[src/rtl/mem_arbiter_pkg.sv]
// mem_arbiter_pkg: shared widths, arbiter state and owner encodings for the cache/memory arbiter
package mem_arbiter_pkg;
    localparam int WORD_SIZE  = 16;
    localparam int LINE_WORDS = 4;
    localparam int BEAT_BITS  = 2;

    typedef enum logic [1:0] {
        IDLE,
        XFER_I,
        XFER_D_RD,
        XFER_D_WR
    } arb_state_t;

    typedef enum logic {
        OWNER_I = 1'b0,
        OWNER_D = 1'b1
    } owner_t;
endpackage

[src/rtl/mem_arbiter.sv]
// mem_arbiter: round-robin owner of the single memory port, sequencing line bursts for I and D caches
module mem_arbiter
    import mem_arbiter_pkg::*;
(
    input  logic                 clk,
    input  logic                 reset_n,
    input  logic                 i_req,
    input  logic [WORD_SIZE-1:0] i_addr,
    output logic                 i_grant,
    output logic                 i_rvalid,
    output logic [WORD_SIZE-1:0] i_rdata,
    output logic                 i_done,
    input  logic                 d_req,
    input  logic                 d_we,
    input  logic [WORD_SIZE-1:0] d_addr,
    input  logic [WORD_SIZE-1:0] d_wdata,
    output logic                 d_grant,
    output logic                 d_rvalid,
    output logic [WORD_SIZE-1:0] d_rdata,
    output logic                 d_done,
    output logic [BEAT_BITS-1:0] beat,
    output logic                 mem_read,
    output logic                 mem_write,
    output logic [WORD_SIZE-1:0] mem_addr,
    output logic [WORD_SIZE-1:0] mem_wdata,
    input  logic [WORD_SIZE-1:0] mem_rdata,
    input  logic                 mem_ack
);
    localparam logic [BEAT_BITS-1:0] LAST_BEAT = BEAT_BITS'(LINE_WORDS - 1);
    localparam logic [WORD_SIZE-1:0] LINE_MASK = ~WORD_SIZE'(LINE_WORDS - 1);

    arb_state_t             state, state_nx;
    owner_t                 last_owner, owner_nx;
    logic [BEAT_BITS-1:0]   beat_nx;
    logic [WORD_SIZE-1:0]   base, base_nx;
    logic                   last;

    always_ff @(posedge clk or negedge reset_n) begin
        if (!reset_n) begin
            state      <= IDLE;
            beat       <= '0;
            base       <= '0;
            last_owner <= OWNER_D;
        end else begin
            state      <= state_nx;
            beat       <= beat_nx;
            base       <= base_nx;
            last_owner <= owner_nx;
        end
    end

    // A tie goes to whichever side did not own the previous burst.
    always_comb begin
        state_nx = state;
        beat_nx  = beat;
        base_nx  = base;
        owner_nx = last_owner;
        if (state == IDLE) begin
            beat_nx = '0;
            if (i_req && (!d_req || last_owner == OWNER_D)) begin
                state_nx = XFER_I;
                base_nx  = i_addr;
                owner_nx = OWNER_I;
            end else if (d_req) begin
                state_nx = d_we ? XFER_D_WR : XFER_D_RD;
                base_nx  = d_addr;
                owner_nx = OWNER_D;
            end
        end else if (mem_ack) begin
            beat_nx  = last ? '0 : beat + 1'b1;
            state_nx = last ? IDLE : state;
        end
    end

    assign i_grant   = state == XFER_I;
    assign d_grant   = state == XFER_D_RD || state == XFER_D_WR;
    assign mem_read  = state == XFER_I || state == XFER_D_RD;
    assign mem_write = state == XFER_D_WR;
    assign mem_addr  = (i_grant || d_grant) ? ((base & LINE_MASK) | WORD_SIZE'(beat)) : '0;
    assign mem_wdata = mem_write ? d_wdata : '0;
    assign last      = mem_ack && beat == LAST_BEAT;
    assign i_rvalid  = i_grant && mem_ack;
    assign i_rdata   = i_rvalid ? mem_rdata : '0;
    assign d_rvalid  = state == XFER_D_RD && mem_ack;
    assign d_rdata   = d_rvalid ? mem_rdata : '0;
    assign i_done    = i_grant && last;
    assign d_done    = d_grant && last;
endmodule
[config.mk]
export PLATFORM = sky130hd
export DESIGN_NAME = mem_arbiter
export DESIGN_NICKNAME = d
export VERILOG_FILES = /design/src/rtl/mem_arbiter_pkg.sv /design/src/rtl/mem_arbiter.sv
export SDC_FILE = /design/constraint.sdc
export NUM_CORES = 1
export LEC_CHECK = 0
export ABC_AREA = 1
export CORE_MARGIN = 5
export CORE_UTILIZATION = 31
export CTS_CLUSTER_DIAMETER = 80
export DETAILED_ROUTE_END_ITERATION = 10
export HOLD_SLACK_MARGIN = 0.1
export PLACE_DENSITY = 0.89
export REMOVE_ABC_BUFFERS = 1
export SETUP_SLACK_MARGIN = 0.2
export SYNTH_ARGS = -nofsm -noshare
export SYNTH_HDL_FRONTEND = slang
export SYNTH_SLANG_ARGS = --single-unit
export TNS_END_PERCENT = 10
[constraint.sdc]
create_clock -name clk -period 1.5 [get_ports clk]
set_input_delay 0.15 -clock clk [delete_from_list [all_inputs] [get_ports clk]]
set_output_delay 0.15 -clock clk [all_outputs]
set_load 0.005 [all_outputs]
; Word-level counts from Yosys, hierarchy flattened
; Index checks and enable logic that the tools add are counted.
[word_totals]
latch_bits = 0
mem_count = 0
input_bits = 70
register_bits = 21
mem_bits_ro = 0
ram_bits = 0
[op_classes]
div = 0
multipliers = 0
mux = 17
reduce_logical = 17
n_addsub = 1
bitwise_logic = 1
n_eq_ne = 5
n_shift = 0
n_lt_le_gt_ge = 0
[ops]
columns = cell, count
row1 = 2-to-1 mux 16 bit, 6
row2 = 2-to-1 mux 2 bit, 8
row3 = OR 16 x 2 -> 16 bit, 1
row4 = == test 2 bit (second input constant), 3
row5 = logical AND 1 bit, 6
row6 = nonzero test 2 bit, 3
row7 = logical OR 1 bit, 4
row8 = 2-to-1 mux 1 bit, 3
row9 = inequality test 3 x 2 -> 1 bit (second input constant), 1
row10 = AND reduction 3 bit, 1
row11 = adder 2 x 1 -> 2 bit (second input constant), 1
row12 = == test 2 x 1 -> 1 bit (second input constant), 1
row13 = zero test 2 bit, 1
row14 = AND reduction 2 bit, 1
row15 = zero test 1 bit, 1

; Logic depth before layout (Yosys ltp)
[logic_depth]
word_depth = 5
mapped_depth = 8

; Least setup slack after synthesis
; Ideal clock, no wire load.
[synth_path]
path_kind = register -> register
startpoint = register state[0]
endpoint = register base[10]
path_buffers = 1
stages_incl_launch_ff = 9
setup_ps = 118
arrival_ps = 1255
required_ps = 1382
path_slack_ps = 127
path_cell_list = dfrtp_1 -> inv_1 -> ha_1 -> inv_1 -> a21oi_4 -> inv_2 -> buf_6 -> nand2_1 -> nand2_1
[synth_between]
elab_chain_len = 2
[synth_rtl]
columns = element, line
row1 = from (decl), mem_arbiter.sv:32  ; arb_state_t state, state_nx;
row2 = from (signal assigned), mem_arbiter.sv:45  ; state <= state_nx;
row3 = zero test 2 bit, mem_arbiter.sv:58  ; if (state == IDLE) begin
row4 = AND reduction 2 bit (no line), --
row5 = to (signal assigned), mem_arbiter.sv:47  ; base <= base_nx;
row6 = to (decl), mem_arbiter.sv:35  ; logic [WORD_SIZE-1:0] base, base_nx;
; Every way passes these cells.
; A chain may end at the register's enable or synchronous reset.

; Worst setup path after layout
[layout_path]
startpoint = register state[1]
endpoint = output d_rdata[3]
[layout_between]
elab_chain_len = 3
[layout_rtl]
columns = element, line
row1 = == test 2 bit, mem_arbiter.sv:84  ; assign d_rvalid = state == XFER_D_RD && mem_ack;
row2 = logical AND 1 bit, mem_arbiter.sv:84
row3 = 2-to-1 mux 16 bit, mem_arbiter.sv:85  ; assign d_rdata = d_rvalid ? mem_rdata : '0;
row4 = to (decl), mem_arbiter.sv:19  ; output logic [WORD_SIZE-1:0] d_rdata,
; Every way passes these cells.

==> summary.txt <==
Outcome
  • Status: finished, violations left
  • Failing checks: negative setup slack

Worst setup path
  • Worst Path Arrival: 1.62 ns
  • CP max FO: 5
  • CP startpoint kind: register
  • Cells traversed along the worst timing path: buf_6, buf_6, ha_4, nand2_4, buf_12, buf_12, buf_16, nor2_4, buf_6
  • CP Data Required Time: 1.35 ns
  • Peak per-stage delay on the critical path: 0.37 ns
  • Worst path bufs/invs: 6
  • Crit-path slowest cell: dfrtp_1
  • Crit end category: output port
  • Crit path top cell by count: buf_6
  • Worst Setup Path Type: reg -> out
  • CP delay by family, top: buffers and inverters

Power
  • Switching power: 0.001951 W
  • Pwr dens: 1382 nW/um2
  • Logic pwr share: 72.1%
  • Static leakage: 2.075 nW
  • VDD IR max: 0.5993 mV
  • Reg power frac: 20.1%
  • Power Internal: 0.002733 W
  • Total power: 0.004684 W
  • Sw frac: 41.65%
  • Clock power share: 7.8%

Final layout
  • Finished Layout Cells: 518
  • Antenna cells: 0
  • Commonest non-fill, non-tap cells in the layout: inv_1, nand2_1, clkdlybuf4s50_1, buf_2, nand3_1
  • Layout Nets: 525
  • Most common cell after layout, fill and taps aside: inv_1
  • Synthesis-to-finish area growth: 111.2%
  • Filler Cells Inserted: 443
  • Share of cells above drive strength 1: 29.91%

Synthesis
  • Post-Syn Area: 1604 um2
  • Syn Inst Count: 285
  • FF+latch count, synth: 19
  • Seq/Total Area, Yosys: 29.72%
  • Avg Synthesized Cell Area: 5.628 um2
  • Syn. warnings: 0
  • Synth unique cells: 17

Route
  • WL final: 6.901 mm
  • Wire per inst: 13.32 um
  • First-pass DRT Iterations: 4
  • Initial DRC Count: 93
  • Vias per cell: 4.303
  • DRC errors left: 0
  • Detail Route Antenna Nets: 0
  • Detailed-route via count: 2229

Floorplanning
  • Rows: 26
  • Area of the die: 6713 um2
  • Core Area: 5075 um2
  • Initial Util: 31.61%
  • Io pins: 144
  • Chip width: 81.93 um
  • Die H: 81.93 um

Clock tree
  • Skew-Pair Late Insertion Delay: 0.26 ns
  • Clock sink count: 19
  • Number of CTS-inserted buffers: 3
  • CTS Hold Bufs: 0
  • CTS tree: yes
  • H-Tree Level Count: 1
  • CTS root buf: clkbuf_8
  • Clock Pin Slew Worst Setup and Hold Paths: 0.08 ns
  • Worst-case clock buffer depth: 2

Placed design
  • Post-DP HPWL: 5.144 mm
  • GP Congestion: 0.7790
  • PortBufs: 139
  • Worst slack at placement: -0.2924 ns
  • Placed Instances: 500

Global routing
  • Largest net degree at the start of global routing: 20
  • Initial antenna violation count: 0
  • Total track usage: 19.51%
  • Vias in the first global route: 2149
  • GRT overflow: 0
  • Global-route wire length before repair: 10.09 mm

Flow run
  • Max-Cap Viols: 0

Min path
  • Worst Hold Class: in -> async

Timing
  • Final Slew Violations: 0
  • Unrepaired setup endpoints after global routing: true
  • Least-Margin Pin Slew: 0.2487 ns
  • Final period util: 118.0%
  • Worst relative slew slack: 83.42%
  • Max Fclk: 0.5649 GHz
  • Final worst setup slack: -0.2703 ns
  • Setup TNS: -10.76 ns
  • Worst clock skew: 0.004365 ns
  • Final worst path period need: 1.770 ns
  • Final setup vio count: 73
  • Final Hold Viols: 0
[metrics by stage]
stage	instance area (um2)	hold slack, ns	util (%)
finish	3388	0.2193	66.77
global route	3388	0.2380	66.77
CTS	3329	0.2343	65.61
detailed placement	3194	0.4658	62.94
global placement	3194	0.4625	62.94
floorplan	1543	-0.1456	-
[synthesized netlist by cell type (all sizes together)]
master | n | area [um2]
or2 | 1 | 6.260
dfrtp | 18 | 450.4
a21oi | 2 | 21.27
nor2 | 49 | 183.9
o21ai | 3 | 15.01
nand4 | 1 | 6.260
inv | 89 | 334.1
ha | 6 | 75.07
nand2 | 73 | 274.0
clkbuf | 8 | 30.03
nand3 | 30 | 150.1
buf | 4 | 31.27
dfstp | 1 | 26.28
[worst paths after layout]
| kind | start | end | slack, ns | depth (start not counted) |
|---|---|---|---|---|
| max in group asynchronous | reset_n | last_owner$_DFFE_PN1P_ | 1.01 | 2 |
| worst max-delay path | state[1]$_DFFE_PN0P_ | d_rdata[3] | -0.27 | 9 |
| worst min register to register | base[15]$_DFFE_PN0P_ | base[15]$_DFFE_PN0P_ | 0.48 | 2 |
| worst min-delay path | reset_n | base[2]$_DFFE_PN0P_ | 0.22 | 2 |
| min in group clk | base[15]$_DFFE_PN0P_ | base[15]$_DFFE_PN0P_ | 0.48 | 2 |
| worst max register to register | state[0]$_DFFE_PN0P_ | base[13]$_DFFE_PN0P_ | -0.02 | 9 |
[final cells by class]
class                   instances  area [um2]  share of cell area, %
clock buffers                   3       41.29                  1.219
clock inverters                 1       5.005                 0.1477
inverters                      89       339.1                  10.01
multi-input cells             165       905.9                  26.74
flip-flops and latches         19       478.0                  14.11
well taps                      70       87.58                  2.585
repair buffers                171        1531                  45.20
[layer usage]
metal | part of all wire [%] | track usage (%)
met1 | 35 | 19.25
met2 | 51 | 37.80
met3 | 12 | 6.031
met4 | 2.5 | 6.811
met5 | 0 | 0
[power by group through the flow]
stage | combinational (W) | clock [W] | sequential (W)
global placement | 0.00298 | 0 | 0.000921
floorplan | 0.00118 | 0 | 0.000904
finish | 0.00338 | 0.000367 | 0.000940
global route | 0.00371 | 0.000397 | 0.000967
CTS | 0.00328 | 0.000374 | 0.000938
detailed placement | 0.00306 | 0 | 0.000944
[state kept, by name, indices dropped and copies added, names as in the netlist]
| register | cells |
|---|---|
| beat | 2 |
| state | 2 |
| last_owner | 1 |
| base | 14 |
[repair_timing]
item	CTS	global route
gates cloned	2	0
gates resized for setup	239	47
setup buffers	12	0
setup endpoints to repair	93	91
pin swaps	6	5
[kinds of logic (layout without fill, tap and decap cells)]
logic type	after synthesis	after routing	share of synthesized area (%)
and+or+nand+nor	154	154	38.69
buffers and inverters	101	264	24.65
DFF	19	19	29.72
adders and majority gates	6	6	4.680
AOI/OAI and AO/OA	5	5	2.262
No activity file was read; power rests on OpenSTA's default activity.
